### src/rtl/mac_pe_dbuf_if.sv
`default_nettype none
// ============================================================================
// Module   : mac_pe_dbuf_if
// Brief    : Port bundle of one systolic MAC cell (weights, data, partial sums).
// Revision : 1.0 - initial release
// ============================================================================
interface mac_pe_dbuf_if #(
    parameter int DATA_W = 8,
    parameter int WT_W   = 8,
    parameter int ACC_W  = 32
);
    logic              control;
    logic [WT_W-1:0]   wt_path_in;
    logic [WT_W-1:0]   wt_path_out;
    logic              wt_swap;
    logic              wt_swap_out;
    logic              data_valid_in;
    logic [DATA_W-1:0] data_in;
    logic [ACC_W-1:0]  acc_in;
    logic              data_valid_out;
    logic [DATA_W-1:0] data_out;
    logic [ACC_W-1:0]  acc_out;
    logic              sat_clr;
    logic              sat_flag;

    modport master (
        output control, wt_path_in, wt_swap, data_valid_in, data_in, acc_in, sat_clr,
        input  wt_path_out, wt_swap_out, data_valid_out, data_out, acc_out, sat_flag
    );

    modport slave (
        input  control, wt_path_in, wt_swap, data_valid_in, data_in, acc_in, sat_clr,
        output wt_path_out, wt_swap_out, data_valid_out, data_out, acc_out, sat_flag
    );
endinterface
`default_nettype wire

### src/rtl/mac_pe_dbuf.sv
`default_nettype none
// ============================================================================
// Module   : mac_pe_dbuf
// Brief    : Weight-stationary MAC cell with shadow/active weights, valid-qualified
//            data, signed/unsigned arithmetic and optional saturation.
// Revision : 1.0 - initial release
// ============================================================================
module mac_pe_dbuf #(
    parameter int DATA_W   = 8,
    parameter int WT_W     = 8,
    parameter int ACC_W    = 32,   // must be >= DATA_W + WT_W
    parameter int SIGNED   = 1,
    parameter int SATURATE = 0
) (
    input  logic         clk,
    input  logic         rst,
    mac_pe_dbuf_if.slave bus
);
    localparam int c_PROD_W = DATA_W + WT_W;

    logic [WT_W-1:0]     r_shadow_wt;
    logic [WT_W-1:0]     r_active_wt;
    logic [WT_W-1:0]     r_wt_path;
    logic                r_swap;
    logic                r_valid;
    logic [DATA_W-1:0]   r_data;
    logic [ACC_W-1:0]    r_acc;
    logic                r_sat;

    logic [c_PROD_W-1:0] w_data_ext;
    logic [c_PROD_W-1:0] w_wt_ext;
    logic [c_PROD_W-1:0] w_prod;
    logic [ACC_W-1:0]    w_prod_ext;
    logic [ACC_W-1:0]    w_sum;
    logic [ACC_W-1:0]    w_acc_next;
    logic                w_ovf;

    // Operands are widened to the full product width so the low c_PROD_W bits
    // of the multiply are the exact product in either number system.
    generate
        if (SIGNED != 0) begin : g_signed
            assign w_data_ext = {{WT_W{bus.data_in[DATA_W-1]}}, bus.data_in};
            assign w_wt_ext   = {{DATA_W{r_active_wt[WT_W-1]}}, r_active_wt};
            assign w_prod_ext = ACC_W'($signed(w_prod));
            assign w_sum      = bus.acc_in + w_prod_ext;
            assign w_ovf      = (bus.acc_in[ACC_W-1] == w_prod_ext[ACC_W-1]) &&
                                (w_sum[ACC_W-1] != bus.acc_in[ACC_W-1]);
        end else begin : g_unsigned
            logic w_carry;
            assign w_data_ext         = {{WT_W{1'b0}}, bus.data_in};
            assign w_wt_ext           = {{DATA_W{1'b0}}, r_active_wt};
            assign w_prod_ext         = ACC_W'(w_prod);
            assign {w_carry, w_sum}   = {1'b0, bus.acc_in} + {1'b0, w_prod_ext};
            assign w_ovf              = w_carry;
        end
    endgenerate

    assign w_prod = w_data_ext * w_wt_ext;

    generate
        if (SATURATE != 0) begin : g_sat
            logic [ACC_W-1:0] w_sat_val;
            // A signed overflow can only occur when both addends share a sign,
            // so the sign of acc_in tells which rail to clamp to.
            assign w_sat_val  = (SIGNED == 0)        ? {ACC_W{1'b1}} :
                                bus.acc_in[ACC_W-1]  ? {1'b1, {(ACC_W-1){1'b0}}} :
                                                       {1'b0, {(ACC_W-1){1'b1}}};
            assign w_acc_next = w_ovf ? w_sat_val : w_sum;
        end else begin : g_wrap
            assign w_acc_next = w_sum;
        end
    endgenerate

    always_ff @(posedge clk or posedge rst) begin
        if (rst) begin
            r_shadow_wt <= '0;
            r_active_wt <= '0;
            r_wt_path   <= '0;
            r_swap      <= 1'b0;
            r_valid     <= 1'b0;
            r_data      <= '0;
            r_acc       <= '0;
            r_sat       <= 1'b0;
        end else begin
            if (bus.control) begin
                r_shadow_wt <= bus.wt_path_in;
                r_wt_path   <= bus.wt_path_in;
            end
            if (bus.wt_swap) begin
                r_active_wt <= r_shadow_wt;
            end
            r_swap  <= bus.wt_swap;
            r_valid <= bus.data_valid_in;
            if (bus.data_valid_in) begin
                r_data <= bus.data_in;
                r_acc  <= w_acc_next;
            end else begin
                r_acc  <= bus.acc_in;
            end
            if (bus.data_valid_in && w_ovf) begin
                r_sat <= 1'b1;
            end else if (bus.sat_clr) begin
                r_sat <= 1'b0;
            end
        end
    end

    assign bus.wt_path_out    = r_wt_path;
    assign bus.wt_swap_out    = r_swap;
    assign bus.data_valid_out = r_valid;
    assign bus.data_out       = r_data;
    assign bus.acc_out        = r_acc;
    assign bus.sat_flag       = r_sat;

endmodule
`default_nettype wire

### src/flat_wrapper.sv
// flat-port wrapper written by rule: the top's interface ports become plain ports
module mac_pe_dbuf_flat 
#(
    parameter int DATA_W   = 8,
    parameter int WT_W     = 8,
    parameter int ACC_W    = 32,                              
    parameter int SIGNED   = 1,
    parameter int SATURATE = 0
)
  (clk, rst, bus_control, bus_wt_path_in, bus_wt_swap, bus_data_valid_in, bus_data_in, bus_acc_in, bus_sat_clr, bus_wt_path_out, bus_wt_swap_out, bus_data_valid_out, bus_data_out, bus_acc_out, bus_sat_flag);
  mac_pe_dbuf_if #(.DATA_W(DATA_W), .WT_W(WT_W), .ACC_W(ACC_W)) bus_i ();
  input  logic clk;
  input  logic rst;
  input wire logic [$bits(bus_i.control)-1:0] bus_control;
  input wire logic [$bits(bus_i.wt_path_in)-1:0] bus_wt_path_in;
  input wire logic [$bits(bus_i.wt_swap)-1:0] bus_wt_swap;
  input wire logic [$bits(bus_i.data_valid_in)-1:0] bus_data_valid_in;
  input wire logic [$bits(bus_i.data_in)-1:0] bus_data_in;
  input wire logic [$bits(bus_i.acc_in)-1:0] bus_acc_in;
  input wire logic [$bits(bus_i.sat_clr)-1:0] bus_sat_clr;
  output wire logic [$bits(bus_i.wt_path_out)-1:0] bus_wt_path_out;
  output wire logic [$bits(bus_i.wt_swap_out)-1:0] bus_wt_swap_out;
  output wire logic [$bits(bus_i.data_valid_out)-1:0] bus_data_valid_out;
  output wire logic [$bits(bus_i.data_out)-1:0] bus_data_out;
  output wire logic [$bits(bus_i.acc_out)-1:0] bus_acc_out;
  output wire logic [$bits(bus_i.sat_flag)-1:0] bus_sat_flag;
  assign bus_i.control = bus_control;
  assign bus_i.wt_path_in = bus_wt_path_in;
  assign bus_i.wt_swap = bus_wt_swap;
  assign bus_i.data_valid_in = bus_data_valid_in;
  assign bus_i.data_in = bus_data_in;
  assign bus_i.acc_in = bus_acc_in;
  assign bus_i.sat_clr = bus_sat_clr;
  assign bus_wt_path_out = bus_i.wt_path_out;
  assign bus_wt_swap_out = bus_i.wt_swap_out;
  assign bus_data_valid_out = bus_i.data_valid_out;
  assign bus_data_out = bus_i.data_out;
  assign bus_acc_out = bus_i.acc_out;
  assign bus_sat_flag = bus_i.sat_flag;
  mac_pe_dbuf #(.DATA_W(DATA_W), .WT_W(WT_W), .ACC_W(ACC_W), .SIGNED(SIGNED), .SATURATE(SATURATE)) u_core (.clk(clk), .rst(rst), .bus(bus_i));
endmodule
### config.mk
export PLATFORM = sky130hd
export DESIGN_NAME = mac_pe_dbuf_flat
export DESIGN_NICKNAME = d
export VERILOG_FILES = /design/src/rtl/mac_pe_dbuf_if.sv /design/src/rtl/mac_pe_dbuf.sv /design/src/flat_wrapper.sv
export SDC_FILE = /design/constraint.sdc
export NUM_CORES = 1
export LEC_CHECK = 0
export BUFFER_PORTS_ARGS = -buffer_cell sky130_fd_sc_hd__buf_4
export CAP_MARGIN = 30
export CORE_ASPECT_RATIO = 0.8
export CORE_MARGIN = 2
export CORE_UTILIZATION = 35
export CTS_CLUSTER_SIZE = 24
export DETAILED_ROUTE_END_ITERATION = 16
export SLEW_MARGIN = 30
export SYNTH_ARGS = -nofsm -noshare
export SYNTH_HDL_FRONTEND = slang
export SYNTH_SLANG_ARGS = --single-unit
### constraint.sdc
create_clock -name clk -period 12.4 [get_ports clk]
set_input_delay 0 -clock clk [delete_from_list [all_inputs] [get_ports clk]]
set_output_delay 0 -clock clk [all_outputs]
set_load 0.05 [all_outputs]
## After elaboration in Yosys (flattened, before gate mapping)

Cells that the tools add are included.

- Bits in registers: 59
- Input port bits: 54
- Output and inout bits: 51
- Word-level logic and storage cells: 17

- $add $sub $neg: 1
- $mul: 1
- Equal/unequal tests: 2
- Multiplexer cells: 3
- Reductions and logical operators: 3

Operators with widths:

| operator | number |
|---|---|
| adder 32 bit | 1 |
| 2-to-1 mux 32 bit | 1 |
| multiplier 8 x 8 -> 16 bit | 1 |
| logical AND 1 bit | 2 |
| 2-to-1 mux 1 bit | 2 |
| nonzero test 2 bit | 1 |
| equality test 1 bit | 1 |
| != test 1 bit | 1 |

## Depth between registers and ports, before layout

Gate-level depths: netlist of run 1.

- Depth after elaboration: 6
- Mapped depth: 29
- Depth with buffers taken out: 29

## Worst setup path after synthesis of run 1

OpenSTA, ideal clock, no wires.

- Path type: flip-flop to flip-flop
- Start point: register u_core.r_active_wt[4]
- End point: register u_core.r_acc[28], in the netlist u_core.bus.acc_out[28]
- Library setup time: 0.125 ns
- Data arrival time: 6.471 ns
- Required time: 12.275 ns
- Path slack: 5.804 ns
- Cell stages (with the launch flop): 27
- Buffers on the path: 0
- Period minus slack after synthesis: 6.596 ns
- Path through: dfrtp_1 > and2_1 > fa_1 > inv_1 > fa_1 > inv_1 > fa_1 > inv_1 > fa_1 > inv_1 > ha_1 > nand2_1 > o21ai_2 > o41a_1 > a41o_1 > o41ai_4 > xnor2_2 > ha_1 > or3_1 > a31oi_1 > nor2_1 > a21oi_1 > a21boi_2 > o221ai_1 > nor2_1 > xnor2_1 > mux2_2

- Cells in the longest elaborated chain, start to end: 3

RTL lines:

| item | RTL line | text |
|---|---|---|
| start, declared | mac_pe_dbuf.sv:22 | `logic [WT_W-1:0] r_active_wt;` |
| start signal, assigned | mac_pe_dbuf.sv:90 | `r_active_wt <= r_shadow_wt;` |
| multiplier 8 x 8 -> 16 bit | mac_pe_dbuf.sv:58 | `assign w_prod = w_data_ext * w_wt_ext;` |
| adder 32 bit | mac_pe_dbuf.sv:45 | `assign w_sum = bus.acc_in + w_prod_ext;` |
| 2-to-1 mux 32 bit | mac_pe_dbuf.sv:94 | `if (bus.data_valid_in) begin` |
| end signal, assigned | mac_pe_dbuf.sv:96 | `r_acc <= w_acc_next;` |
| end signal, assigned | mac_pe_dbuf.sv:98 | `r_acc <= bus.acc_in;` |
| end, declared | mac_pe_dbuf.sv:27 | `logic [ACC_W-1:0] r_acc;` |

Every way passes these cells.
A chain may end at the register's enable or synchronous reset.

## Worst setup path after layout of run 1

- Start point: register u_core.r_active_wt[7]
- End point: register u_core.r_acc[31], in the netlist u_core.bus.acc_out[31]

The elaborated chain is that of the path after synthesis.

==> results of run 1 <==
## cell type report
class | instances | area [um^2] | share of cell area, %
clock buffer | 10 | 239 | 2.95
clock inverter | 6 | 70.1 | 0.865
inverter | 96 | 360 | 4.45
multi-input combinational | 461 | 4320 | 53.3
sequential | 59 | 1480 | 18.2
tap | 225 | 282 | 3.47
timing repair buffer | 162 | 1360 | 16.7
## kinds of logic (layout without fill, tap and decap cells)
family / Yosys count / count (layout)
AND/OR/NAND/NOR: 150 / 150
adder cells (fa/ha/maj): 117 / 117
buffers and inverters: 103 / 274
AO/OA/AOI/OAI: 98 / 98
flip-flops: 59 / 59
multiplexers: 52 / 52
XOR/XNOR: 44 / 44
## flip-flops by register name, summed over array words and instances, names as in the netlist
signal and count:
u_core.bus.data_out 8, u_core.bus.wt_swap_out 1, u_core.bus.data_valid_out 1, u_core.bus.wt_path_out 8
u_core.bus.sat_flag 1, u_core.r_active_wt 8, u_core.bus.acc_out 32
## synth_stat cells (4+ instances only)
cell,instances
nor2_1,25
nand3_1,12
mux2_2,51
and2_1,46
a21oi_1,41
a21o_1,11
xor2_1,9
o21ai_1,9
nor2b_1,9
nand2b_1,6
o21bai_1,6
nand2_1,34
ha_1,61
a211oi_1,4
xnor2_1,33
inv_1,96
clkbuf_1,6
fa_1,56
dfrtp_1,59
## worst max-delay path: stages (launching register included)
cell and delay, ns:
dfrtp_1 0.53, nand2b_1 0.14, fa_1 0.52, fa_1 0.54
inv_1 0.05, fa_1 0.52, inv_1 0.05, fa_1 0.52
inv_1 0.04, ha_1 0.32, nand2_1 0.10, o21ai_2 0.07
o41a_1 0.33, a41o_1 0.30, o41ai_4 0.27, xnor2_2 0.08
buf_4 0.23, ha_1 0.40, nand2_1 0.11, nor3_1 0.40
nand3_1 0.14, and3b_1 0.32, o2111ai_2 0.17, nand4_1 0.17
a41oi_2 0.20, xnor2_1 0.17, a32o_1 0.22
## layer usage
layer | part of all wire, % | track usage (%) | wire length (um) | vias to the layer above
met4 | 1.1 | 4.86 | 159 | 0
met3 | 3.2 | 2.82 | 456 | 9
met1 | 49 | 22.4 | 7070 | 2329
li1 | - | - | - | 2409
met2 | 47 | 25.7 | 6780 | 76
met5 | 0 | 0 | 0 | -
## path summary, 6_finish.rpt
kind	start	to	cells past startpoint	slack, ns
min in group asynchronous	rst	u_core.bus.wt_path_out[2]	4	0.42
min	bus_control	u_core.bus.wt_path_out[3]	2	0.01
max	u_core.r_active_wt[7]	u_core.bus.acc_out[31]	26	5.34
max in group asynchronous	rst	u_core.bus.acc_out[4]	4	11.43
min reg2reg	u_core.bus.data_out[6]	u_core.bus.data_out[6]	1	0.51
max reg2reg	u_core.r_active_wt[7]	u_core.bus.acc_out[31]	26	5.34
## stage by stage
stage / utilization (%) / std cells / cell area (um^2) / hold slack [ns]
finish: 46.8 / 1019 / 8100 / 0.00973
global route: 46.8 / 1019 / 8100 / 0.0117
floorplan: - / 623 / 6180 / 0.0314
CTS: 46.8 / 1019 / 8100 / 0.00207
global placement: 41.7 / 947 / 7230 / 0.214
detailed placement: 41.7 / 947 / 7230 / 0.211
## cell usage in the layout, fill, tap and decap left out, types with 3 or more instances in the layout
cell type,Yosys,final
dlygate4sd3_1,0,56
nand2b_1,6,6
a21o_1,11,11
o21bai_1,6,6
mux2_2,51,51
xnor2_1,33,33
clkbuf_16,0,9
a21oi_1,41,41
nor2b_1,9,9
xor2_1,9,9
or3_1,3,3
inv_6,0,3
nand2_1,34,34
ha_1,61,61
dfrtp_1,59,59
o21a_1,3,3
o21ai_1,9,9
and2_1,46,46
nor2_1,25,25
o21ai_0,3,3
a211oi_1,4,4
inv_1,96,95
buf_4,0,106
nor3_1,3,3
fa_1,56,56
nand3_1,12,12
nor3b_1,3,3
==> flow_summary.json, run 1 <==
{
  "insertedDiodeCount": 0,
  "cp_max_fo": 24,
  "synthCells": 623,
  "yosysUniqueCellTypes": 50,
  "dp_hpwl_mm": 11.0,
  "placementRows": 43,
  "antenna_found_initial": 0,
  "worst_slack_ns": 5.34,
  "timing.final.hold_violations": 0,
  "die_h_um": 123,
  "vias_per_cell": 4.73,
  "start_util_pct": 35.7,
  "wl_mm": 14.5,
  "port_buffers": 104,
  "synth-main-ff-cell": "dfrtp_1",
  "cts.repair.resized": 0,
  "syn_nets": 794,
  "vias": 4823,
  "track_usage_pct": 16.1,
  "grt_pass1_vias": 4806,
  "required_ns": 12.63,
  "synthTopCellsByArea": "dfrtp_1 (24%), fa_1 (18%), ha_1 (12%)",
  "yosys.area_share.simple_pct": 12.7,
  "synth_seq_cells": 59,
  "synth_warnings": 0,
  "finalClockSkew_ns": 0.00816,
  "clock-root-buffer": "clkbuf_16",
  "drtPass1Iterations": 4,
  "htreeDepth": 3,
  "cts_tree": "yes",
  "finalCriticalPeriod_ns": 7.06,
  "end_kind": "flip-flop",
  "rsz0062_at_grt": "false",
  "n_fill_cell": 1681,
  "synth.top_cell.area_share_pct": 23.9,
  "worst_pin_slew_ns": 0.780,
  "synthAdderAreaFrac_pct": 30.5,
  "nNetsFinal": 960,
  "yosysTopAreaCell": "dfrtp_1",
  "drv_cap": 0,
  "grt_max_degree": 60,
  "syn_to_final_growth_pct": 31.1,
  "crit_path_start_kind": "flip-flop",
  "synth-seq-area-share_pct": 23.9,
  "place_ws_ns": 5.31,
  "synth_compound_area_share_pct": 10.7,
  "synth_top_family_by_area": "adder cells",
  "relSlewSlack_pct": 48.0,
  "die_area_mm2": 0.0187,
  "period_share_pct": 57.0,
  "synthesis.area_mm2": 0.00618,
  "fmax_mhz": 142,
  "setup_viol": 0,
  "wl_per_cell_um": 14.2,
  "status": "finished, final reports clean",
  "synth_edf_count": 0,
  "synth_xor_area_share_pct": 6.48,
  "clkTransAtPathRegs_ns": 0.06,
  "cts_max_path_buffers": 2,
  "fp.dieW_um": 153,
  "tns_ns": 0,
  "routabilityCongestion": 0.816,
  "post-cts-setup-buffer-count": 0,
  "route.detailed.drc": 0,
  "clkLatencyLatePin_ns": 0.34,
  "synthMuxAreaShare_pct": 9.45,
  "grt_pass1_wl_mm": 23.8,
  "drive_gt1_share_pct": 23.4,
  "synthArstFlopShare_pct": 100,
  "drt-initial-drc-count": 169,
  "cts.sinks": 59,
  "cts_buffers": 9,
  "avgSynthCellArea_um2": 9.92,
  "crit_type": "flip-flop to flip-flop",
  "crit_arrival_ns": 7.29,
  "ctsHoldBuffers": 56,
  "min_path_type": "primary input to flip-flop",
  "ant_nets": 0,
  "core_mm2": 0.0173,
  "drv_slew": 0,
  "boundaryPins": 105,
  "grt-ovfl-total": 0
}
Power of run 1 is left out: the tool's default activity adds up to more than one toggle a clock period on the data nets, which glitch-free logic cannot reach.
==> run 2, diff against run 1 <==
==> constraint.sdc (replaced) <==
create_clock -name clk -period 7.3 [get_ports clk]
set_input_delay 0 -clock clk [delete_from_list [all_inputs] [get_ports clk]]
set_output_delay 0 -clock clk [all_outputs]
set_load 0.05 [all_outputs]
==> run 2 against run 1 <==
Sequential share of layout area barely moved. Setup slack got worse by 5.0 ns. Critical path depth did not move. Wire length shrank 0.16%. Highest routed layer unchanged. Clock skew hardly changed. Cell count stayed put. Via count rose by 0.31%. Flip-flop and latch count unchanged.
==> flow_summary.json, run 2 (synthesis results as in run 1) <==
{
  "finalClockSkew_ns": 0.00796,
  "use_met1_pct": 21.2,
  "period_share_pct": 94.9,
  "ff_latch_area_mm2": 0.00148,
  "grt.busiest_layer": "met2",
  "relSlewSlack_pct": 46.8,
  "vias": 4838,
  "status": "finished, final reports clean",
  "required_ns": 7.53,
  "wl_per_cell_um": 14.2,
  "cts_tree": "yes",
  "htreeDepth": 3,
  "start_util_pct": 35.7,
  "largest_reg_flops": 32,
  "drtPass1Iterations": 4,
  "placementRows": 43,
  "setup_viol": 0,
  "clkLatencyLatePin_ns": 0.34,
  "clkTransAtPathRegs_ns": 0.06,
  "crit_path_start_kind": "flip-flop",
  "dp_hpwl_mm": 11.0,
  "syn_to_final_growth_pct": 31.0,
  "rr_endpoint": "u_core.bus.acc_out[28]",
  "n_fill_cell": 1683,
  "rrSetupSlack_ns": 0.37,
  "finalCriticalPeriod_ns": 6.93,
  "timing.final.hold_violations": 0,
  "drt-initial-drc-count": 157,
  "wl_mm": 14.4,
  "rsz0062_at_grt": "true",
  "track_usage_pct": 15.8,
  "crit_arrival_ns": 7.16,
  "insertedDiodeCount": 0,
  "fp.dieW_um": 153,
  "drive_gt1_share_pct": 23.4,
  "globalRouteMet2Util_pct": 26.3,
  "cts.sinks": 59,
  "min_path_type": "primary input to flip-flop",
  "crit_start": "u_core.r_active_wt[4]",
  "routabilityCongestion": 0.820,
  "final_util_pct": 46.8,
  "layout_commonest_cell": "buf_4",
  "worst_slack_ns": 0.369,
  "grt_pass1_wl_mm": 23.5,
  "core_mm2": 0.0173,
  "grt-ovfl-total": 0,
  "min_from": "bus_data_in[5]",
  "die_area_mm2": 0.0187,
  "grt_max_degree": 60,
  "antenna_found_initial": 0,
  "ant_nets": 0,
  "route.detailed.drc": 0,
  "rr_worst_depth": 26,
  "tns_ns": 0,
  "die_h_um": 123,
  "port_buffers": 104,
  "fmax_mhz": 144,
  "nNetsFinal": 960,
  "multi_input_area_mm2": 0.00435,
  "end_kind": "flip-flop",
  "most-common-layout-cells": "buf_4 (106), inv_1 (95), ha_1 (60), dfrtp_1 (59)",
  "cp_max_fo": 10,
  "holdWs_ns": 0.0151,
  "crit_type": "flip-flop to flip-flop",
  "boundaryPins": 105,
  "hold_depth": 2,
  "place_ws_ns": 0.233,
  "clock-root-buffer": "clkbuf_16",
  "worst_pin_slew_ns": 0.798,
  "drv_slew": 0,
  "cts_buffers": 9,
  "holdPathEnd": "u_core.bus.data_out[5]",
  "drv_cap": 0,
  "cts_max_path_buffers": 2,
  "vias_per_cell": 4.75,
  "r2r_start": "u_core.r_active_wt[4]",
  "grt_pass1_vias": 4809,
  "globalRouteMet3Util_pct": 2.79
}
==> run 2: timing repair <==
action / in CTS / in global routing
setup buffers: 0 / 0
setup endpoints to repair: 0 / 6
hold endpoints to repair: 112 / 0
gates resized for setup: 0 / 4
hold buffers: 56 / 0
==> run 2: through the flow <==
stage	instance area, um^2	std cells
2_1_floorplan	6180	623
3_3_place_gp	7230	947
4_1_cts	8060	1019
6_report	8100	1019
5_1_grt	8100	1019
3_5_place_dp	7230	947
==> run 2: worst max-delay path by stage <==
| stage | endpoint | slack (ns) | depth (start not counted) |
|---|---|---|---|
| after CTS | u_core.bus.acc_out[31] | 0.21 | 26 |
| after global routing | u_core.bus.acc_out[31] | -0.05 | 26 |
| after global placement | u_core.bus.acc_out[31] | 0.36 | 26 |
| after floorplan | u_core.bus.acc_out[28] | 0.70 | 26 |
| after detailed placement | u_core.bus.acc_out[31] | 0.23 | 26 |
| final | u_core.bus.acc_out[28] | 0.37 | 26 |
==> run 2: cell type report <==
type	instances	share of cell area, %
Inverter	96	4.45
Timing Repair Buffer	162	16.7
Sequential cell	59	18.2
Multi-Input combinational cell	461	53.7
Tap cell	225	3.48
Clock inverter	5	0.479
Clock buffer	11	2.87
==> run 2: metal layers <==
metal,share of wire [%],up-vias
li1,-,2411
met1,48,2327
met2,47,83
met3,3.5,17
met4,1.5,0
met5,0,-
==> run 2: worst max-delay path, cell delays in order (launching register included) <==
cell      delay [ns]
dfrtp_1         0.46
and2_1          0.22
fa_1            0.54
inv_1           0.05
fa_1            0.47
inv_1           0.06
fa_1            0.53
inv_1           0.06
fa_1            0.54
inv_1           0.04
ha_1            0.33
nand2_1         0.09
o21ai_2         0.07
o41a_1          0.33
a41o_1          0.29
o41ai_4         0.34
xnor2_4         0.25
ha_1            0.36
a211oi_1        0.27
o211ai_1        0.15
a221o_1         0.34
a21oi_1         0.12
a21boi_2        0.25
o221ai_1        0.18
nor2_1          0.15
xnor2_1         0.08
mux2_2          0.26
Power of run 2 is left out for the same reason.
==> run 3, diff against run 2 <==
--- a/config.mk
+++ b/config.mk
@@ -8,7 +8,6 @@
 export BUFFER_PORTS_ARGS = -buffer_cell sky130_fd_sc_hd__buf_4
 export CAP_MARGIN = 30
 export CORE_ASPECT_RATIO = 0.8
-export CORE_MARGIN = 2
 export CORE_UTILIZATION = 35
 export CTS_CLUSTER_SIZE = 24
 export DETAILED_ROUTE_END_ITERATION = 16
==> run 3 against run 2 <==
Wire length decreased by 3.1%. Fmax is 0.96% higher. Die area down 2.9%. Critical path depth shrank 1. Via count hardly changed. Flip-flop and latch count unchanged. Clock-buffer cell count unchanged. Non-clock buffer count did not move. Critical path type unchanged.
==> flow_summary.json, run 3 (synthesis results as in run 1) <==
{
  "status": "finished, final reports clean",
  "track_usage_pct": 16.6,
  "period_share_pct": 94.0,
  "n_fill_cell": 1686,
  "cts_max_path_buffers": 2,
  "die_h_um": 121,
  "most-common-layout-cells": "buf_4 (106), inv_1 (95), ha_1 (61), dfrtp_1 (59), dlygate4sd3_1 (56)",
  "cp_max_fo": 10,
  "vias": 4836,
  "route.detailed.drc": 0,
  "htreeDepth": 3,
  "cp_common_cell": "fa_1",
  "largest_reg_flops": 32,
  "crit_buf_inv": 3,
  "drv_cap": 0,
  "grt_max_degree": 60,
  "clkTransAtPathRegs_ns": 0.06,
  "cts.sinks": 59,
  "multi_input_area_mm2": 0.00434,
  "wl_per_cell_um": 13.7,
  "routabilityCongestion": 0.801,
  "wl_mm": 14.0,
  "cts_tree": "yes",
  "finalCriticalPeriod_ns": 6.87,
  "clkLatencyLatePin_ns": 0.34,
  "tns_ns": 0,
  "drv_slew": 0,
  "grt_pass1_vias": 4756,
  "clock-root-buffer": "clkbuf_16",
  "nNetsFinal": 960,
  "min_path_type": "primary input to flip-flop",
  "ant_nets": 0,
  "crit_arrival_ns": 7.09,
  "crit_type": "flip-flop to flip-flop",
  "crit_path_start_kind": "flip-flop",
  "cp_top_family": "adder cells",
  "fmax_mhz": 146,
  "timing.final.hold_violations": 0,
  "grt-ovfl-total": 0,
  "finalClockSkew_ns": 0.00669,
  "required_ns": 7.53,
  "vias_per_cell": 4.75,
  "core_mm2": 0.0173,
  "drt-initial-drc-count": 155,
  "worst_pin_slew_ns": 0.780,
  "boundaryPins": 105,
  "start_util_pct": 35.7,
  "port_buffers": 104,
  "highest_layer": "met4",
  "syn_to_final_growth_pct": 30.8,
  "relSlewSlack_pct": 48.0,
  "insertedDiodeCount": 0,
  "cts_buffers": 9,
  "dp_hpwl_mm": 10.8,
  "placementRows": 43,
  "grt_pass1_wl_mm": 23.5,
  "fp.dieW_um": 151,
  "slowest_delay_ns": 0.54,
  "route.met2.wl_mm": 6.52,
  "slowest_stage": "dfrtp_1",
  "drtPass1Iterations": 4,
  "wl_met1_mm": 6.73,
  "layout_commonest_cell": "buf_4",
  "die_area_mm2": 0.0182,
  "end_kind": "flip-flop",
  "setup_viol": 0,
  "wl_met3_um": 581,
  "drive_gt1_share_pct": 23.4,
  "post-cts-setup-buffer-count": 0,
  "antenna_found_initial": 0,
  "rsz0062_at_grt": "false",
  "ff_latch_area_mm2": 0.00148
}
-- run 3: changes by cell type in the layout (fill, tap and decap cells not counted) --
| cell | delta |
|---|---|
| fa_1 | -1 |
| fa_2 | +1 |
| ha_4 | -1 |
| nor3_2 | +1 |
| nor3_4 | -1 |
| ha_1 | +1 |
-- run 3: path summary, 6_finish.rpt --
| check | startpoint | end | slack [ns] | cells past startpoint |
|---|---|---|---|---|
| max | u_core.r_active_wt[7] | u_core.bus.acc_out[28] | 0.43 | 25 |
| min reg2reg | u_core.bus.data_out[2] | u_core.bus.data_out[2] | 0.51 | 1 |
| max reg2reg | u_core.r_active_wt[7] | u_core.bus.acc_out[28] | 0.43 | 25 |
| max in group asynchronous | rst | u_core.bus.acc_out[3] | 6.34 | 4 |
| min | bus_data_in[5] | u_core.bus.data_out[5] | 0.005 | 2 |
| min in group asynchronous | rst | u_core.bus.acc_out[31] | 0.44 | 4 |
-- run 3: area by class of cell --
type,count,share of cell area [%]
multi-input cells,461,53.7
flip-flops and latches,59,18.3
repair buffers,162,16.8
inverters,96,4.46
well taps,225,3.48
clock buffers,11,2.88
clock inverters,5,0.480
-- run 3: repair_timing --
action / 4_1_cts / 5_1_grt
endpoints found under the setup margin: 0 / 6
resized for setup: 0 / 3
hold endpoints to repair: 111 / 0
hold buffers: 56 / 0
-- run 3: metrics by stage --
step           hold slack (ns)  util, %  area [um^2]  std cells  worst slack (ns)
6_report               0.00542     46.7         8080       1019             0.435
5_1_grt                 0.0205     46.7         8080       1019            0.0385
2_1_floorplan           0.0314        -         6180        623             0.704
3_3_place_gp             0.220     41.7         7230        947             0.381
3_5_place_dp             0.214     41.7         7230        947             0.364
4_1_cts                0.00131     46.5         8060       1019             0.338
-- run 3: per-layer routing --
| layer | vias up | global-route usage [%] |
|---|---|---|
| li1 | 2403 | - |
| met1 | 2334 | 23.5 |
| met2 | 87 | 25.9 |
| met3 | 12 | 2.97 |
| met4 | 0 | 4.44 |
| met5 | - | 0 |
Power of run 3 is left out for the same reason.
